--- src/rtl/pbit_unit.sv ---
// Single probabilistic bit: samples a Bernoulli output with P(1) = (1 + tanh(z))/2
// using a piecewise-linear tanh and an internal seedable 32-bit Galois LFSR.
module pbit_unit #(
  parameter int          N    = 7,
  parameter int          Q    = 2,
  parameter logic [31:0] INIT = 32'd1000000000
) (
  input  logic         CLK,
  input  logic         RST,
  input  logic         en,
  input  logic [N-1:0] z,
  output logic         pbit_val
);

  localparam logic [31:0] SEED = (INIT == 32'd0) ? 32'h1 : INIT;
  localparam logic [31:0] TAPS = 32'h80200003;
  localparam logic [31:0] ONE  = 32'd1 << Q;

  logic [31:0] lfsr_q, lfsr_d;
  logic        pbit_q, pbit_d;
  logic [31:0] c_ext;
  logic        s_neg;
  logic [7:0]  t;
  logic [9:0]  thr;
  logic [8:0]  r;

  // Magnitude widened to 32 bits so every segment product is overflow-free.
  always_comb begin
    c_ext = 32'(z[N-2:0]);
    s_neg = z[N-1] & (c_ext != 32'd0);
    if (c_ext < ONE) begin
      t = 8'((32'd192 * c_ext) >> Q);
    end else if (c_ext < 32'd2 * ONE) begin
      t = 8'(32'd192 + ((32'd48 * (c_ext - ONE)) >> Q));
    end else if (c_ext < 32'd3 * ONE) begin
      t = 8'(32'd240 + ((32'd12 * (c_ext - 32'd2 * ONE)) >> Q));
    end else begin
      t = 8'd255;
    end
    thr = s_neg ? (10'd256 - {2'b00, t}) : (10'd256 + {2'b00, t});
    r   = lfsr_q[8:0];
  end

  always_comb begin
    lfsr_d = lfsr_q;
    pbit_d = pbit_q;
    if (en) begin
      pbit_d = ({1'b0, r} < thr);
      lfsr_d = (lfsr_q >> 1) ^ (lfsr_q[0] ? TAPS : 32'h0);
    end
  end

  always_ff @(posedge CLK) begin
    if (RST) begin
      lfsr_q <= SEED;
      pbit_q <= 1'b0;
    end else begin
      lfsr_q <= lfsr_d;
      pbit_q <= pbit_d;
    end
  end

  assign pbit_val = pbit_q;

endmodule

--- config.mk ---
export PLATFORM = sky130hd
export DESIGN_NAME = pbit_unit
export DESIGN_NICKNAME = d
export VERILOG_FILES = /design/src/rtl/pbit_unit.sv
export SDC_FILE = /design/constraint.sdc
export NUM_CORES = 1
export LEC_CHECK = 0
export CAP_MARGIN = 15
export CORE_MARGIN = 1
export CORE_UTILIZATION = 50
export CTS_CLUSTER_SIZE = 10
export DETAILED_ROUTE_END_ITERATION = 8
export MAX_ROUTING_LAYER = met4
export PLACE_DENSITY = 0.82
export SYNTH_ARGS = -nofsm -noshare
export SYNTH_HDL_FRONTEND = slang
export SYNTH_SLANG_ARGS = --single-unit
--- constraint.sdc ---
create_clock -name CLK -period 3.3 [get_ports CLK]
set_clock_uncertainty 0.05 [all_clocks]
set_input_delay 0.33 -clock CLK [delete_from_list [all_inputs] [get_ports CLK]]
set_output_delay 0.33 -clock CLK [all_outputs]
set_load 0.005 [all_outputs]
==> results.ini <==
[outcome]
status = finished, final reports clean

[synthesis]
netlist_area_sq_um = 2298
postSynthAreaPerCell_sq_um = 9.014
ys_seq_elements = 33
ys_warn_count = 0
syn-instance-count = 255
async_flop_share_pct = 0
yosysSeqAreaShare_pct = 28.74
synth_edf_count = 0
synth.distinct_cells = 47
syn-num-nets = 297
synth-main-ff-cell = dfxtp_1

[clocking]
cts_tree = done
numCtsBuffers = 5
cts_root_buffer = clkbuf_8
htreeDepth = 2
cts_buffer_depth = 2
cts_hold_buf = 0
clk_latency_ns = 0.29
clkSinkCount = 33
clk_pin_slew_ns = 0.07

[timing]
worstMarginPinSlew_ns = 1.016
hold_viol = 0
post-route-min-period_ns = 3.212
setup_viol = 0
fin_crit_sh_pct = 97.33
max_freq_mhz = 311.3
hold_slack_ns = 0.4062
finalMaxSlewViolations = 0
maxSlewHeadroom_pct = 32.30

[global_routing]
antenna_found_initial = 0
grt_use_total_pct = 23.49
grt_pass1_vias = 2022
grt_pass1_wl_um = 8852
grt_overflow_total = 0
grt_max_degree = 50

[placed_design]
gp_congestion = 0.8983
io_buffers = 10
placed_cell_area_sq_um = 2746
hpwlAfterDp_um = 3616

[finish]
final_cell_mix = buf_4, dfxtp_1, nor2_1
nNetsFinal = 355
drive_gt1_share_pct = 38.54
stdcell_area_sq_um = 3233
final_common_cell = buf_4
diodes = 0
syn2layout_area_growth_pct = 40.66

[drt]
drtAntennaViolNets = 0
post_drt_wl_per_cell_um = 16.27
num_vias = 2133
routed_wl_um = 5956
dr.pass1.iters = 4
first_iter_violations = 140
vias_per_cell = 5.828
drc = 0

[critical_path]
startpoint = z[2]
cp.required_ns = 3.48
critPathKind = input pin to flop
rr_startpoint = lfsr_q[3]$_SDFFE_PP0P_
path_max_fanout = 3
worstPathArrival_ns = 3.39
worstSetupStartpointType = input pin
critPathCaptureType = flop

[floorplan]
start_util_pct = 52.43
dieArea_sq_um = 4872
die_w_um = 69.80
io_pins = 11
die_y_um = 69.80
core-area_sq_um = 4384
std_cell_rows = 24

[power_and_ir_drop]
max-vdd-ir-drop_mv = 0.1854
powerDensity_nw_per_um2 = 388.4
leakage_nw = 1.473

[flow_run]
cap_viol_max_count = 0

[worst_hold_path]
hp-class = flop to flop
hp-start = lfsr_q[20]$_SDFFE_PP1P_

## cell families after synthesis
logic type,after synthesis,synth area share (%)
buf+inv,31,5.171
flops,33,28.74
simple gates,75,16.88
compound gates,48,15.68
xor+xnor,17,6.805
mux,19,8.329
fa+ha+maj,32,18.40
## sequential cells by signal, summed over array words and instances (netlist names)
signal    flops
lfsr_q       32
pbit_val      1
## per-stage QoR
stage               power, mW  cells  TNS, ns  setup WS, ns  utilization (%)
global placement       0.7422    347  -0.6202       -0.6202            62.64
finish                  1.256    366        0       0.08803            73.74
CTS                     1.190    360        0      0.002789            69.38
floorplan              0.6437    255        0       0.02142                -
global route            1.312    366  -0.1231       -0.1231            73.74
detailed placement     0.7556    347  -0.7372       -0.7372            62.64
## worst paths after layout
kind / slack, ns / end / depth (start not counted)
worst max-delay path: 0.09 / pbit_val$_SDFFE_PP0P_ / 17
worst min-delay path: 0.41 / lfsr_q[19]$_SDFFE_PP1P_ / 1
worst max register to register: 1.61 / pbit_val$_SDFFE_PP0P_ / 7
worst min register to register: 0.41 / lfsr_q[19]$_SDFFE_PP1P_ / 1
## Yosys cell counts, types with 2 or more instances
master	n	area share [%]
and3_1	2	0.54
a211o_1	13	5.0
a31oi_1	4	1.1
fa_1	3	2.6
xor2_1	5	1.9
nor2_1	30	4.9
mux2i_1	18	7.8
o21ai_0	5	1.1
ha_1	29	16
a211oi_1	3	0.98
xnor2_1	11	4.2
nand3_1	3	0.65
nor4_1	2	0.54
nor2b_1	14	3.8
buf_2	2	0.44
a21oi_1	7	1.5
clkbuf_1	9	1.5
inv_1	19	3.1
nand2_1	6	0.98
dfxtp_1	33	29
nand4b_1	2	0.76
nor3_1	6	1.3
nand2b_1	3	0.82
a21o_1	3	0.98
## worst max-delay path: stages
cell,delay [ns]
clkbuf_2,0.10
inv_2,0.06
buf_6,0.12
ha_4,0.23
buf_4,0.14
fa_2,0.56
a21oi_2,0.07
a31o_4,0.25
buf_6,0.14
xnor2_2,0.13
ha_1,0.31
a21o_1,0.18
a21o_1,0.18
a21oi_1,0.16
o31a_1,0.17
o211ai_1,0.10
a21oi_1,0.16
## metal layers
metal  vias to the layer above  share of wire (%)  GRT usage (%)
met1                      1031                 39          25.23
met2                        61                 53          41.24
met4                         0                4.5          14.00
met3                        25                3.0          2.762
li1                       1016                  -              -
met5                         -                  0              -
## report_power, final
group	internal (mW)	switching, mW	leakage (nW)
logic	0.217	0.212	1.14
registers	0.423	0.0137	0.273
clock network	0.246	0.144	0.0585
total	0.885	0.370	1.47
## cell type report
type | instances | area (sq um)
clock inverter | 1 | 30.03
tap | 52 | 65.06
multi-input combinational | 191 | 1818
fill | 276 | 1151
timing repair buffer | 63 | 501.7
clock buffer | 7 | 86.33
sequential | 33 | 660.6
inverter | 19 | 71.32
## repair_timing
action                                  CTS  global route
endpoints found under the setup margin    1             1
setup buffers                             5             5
resized for setup                        35            39
pin swaps                                16            26
No activity file was read; power rests on OpenSTA's default activity.
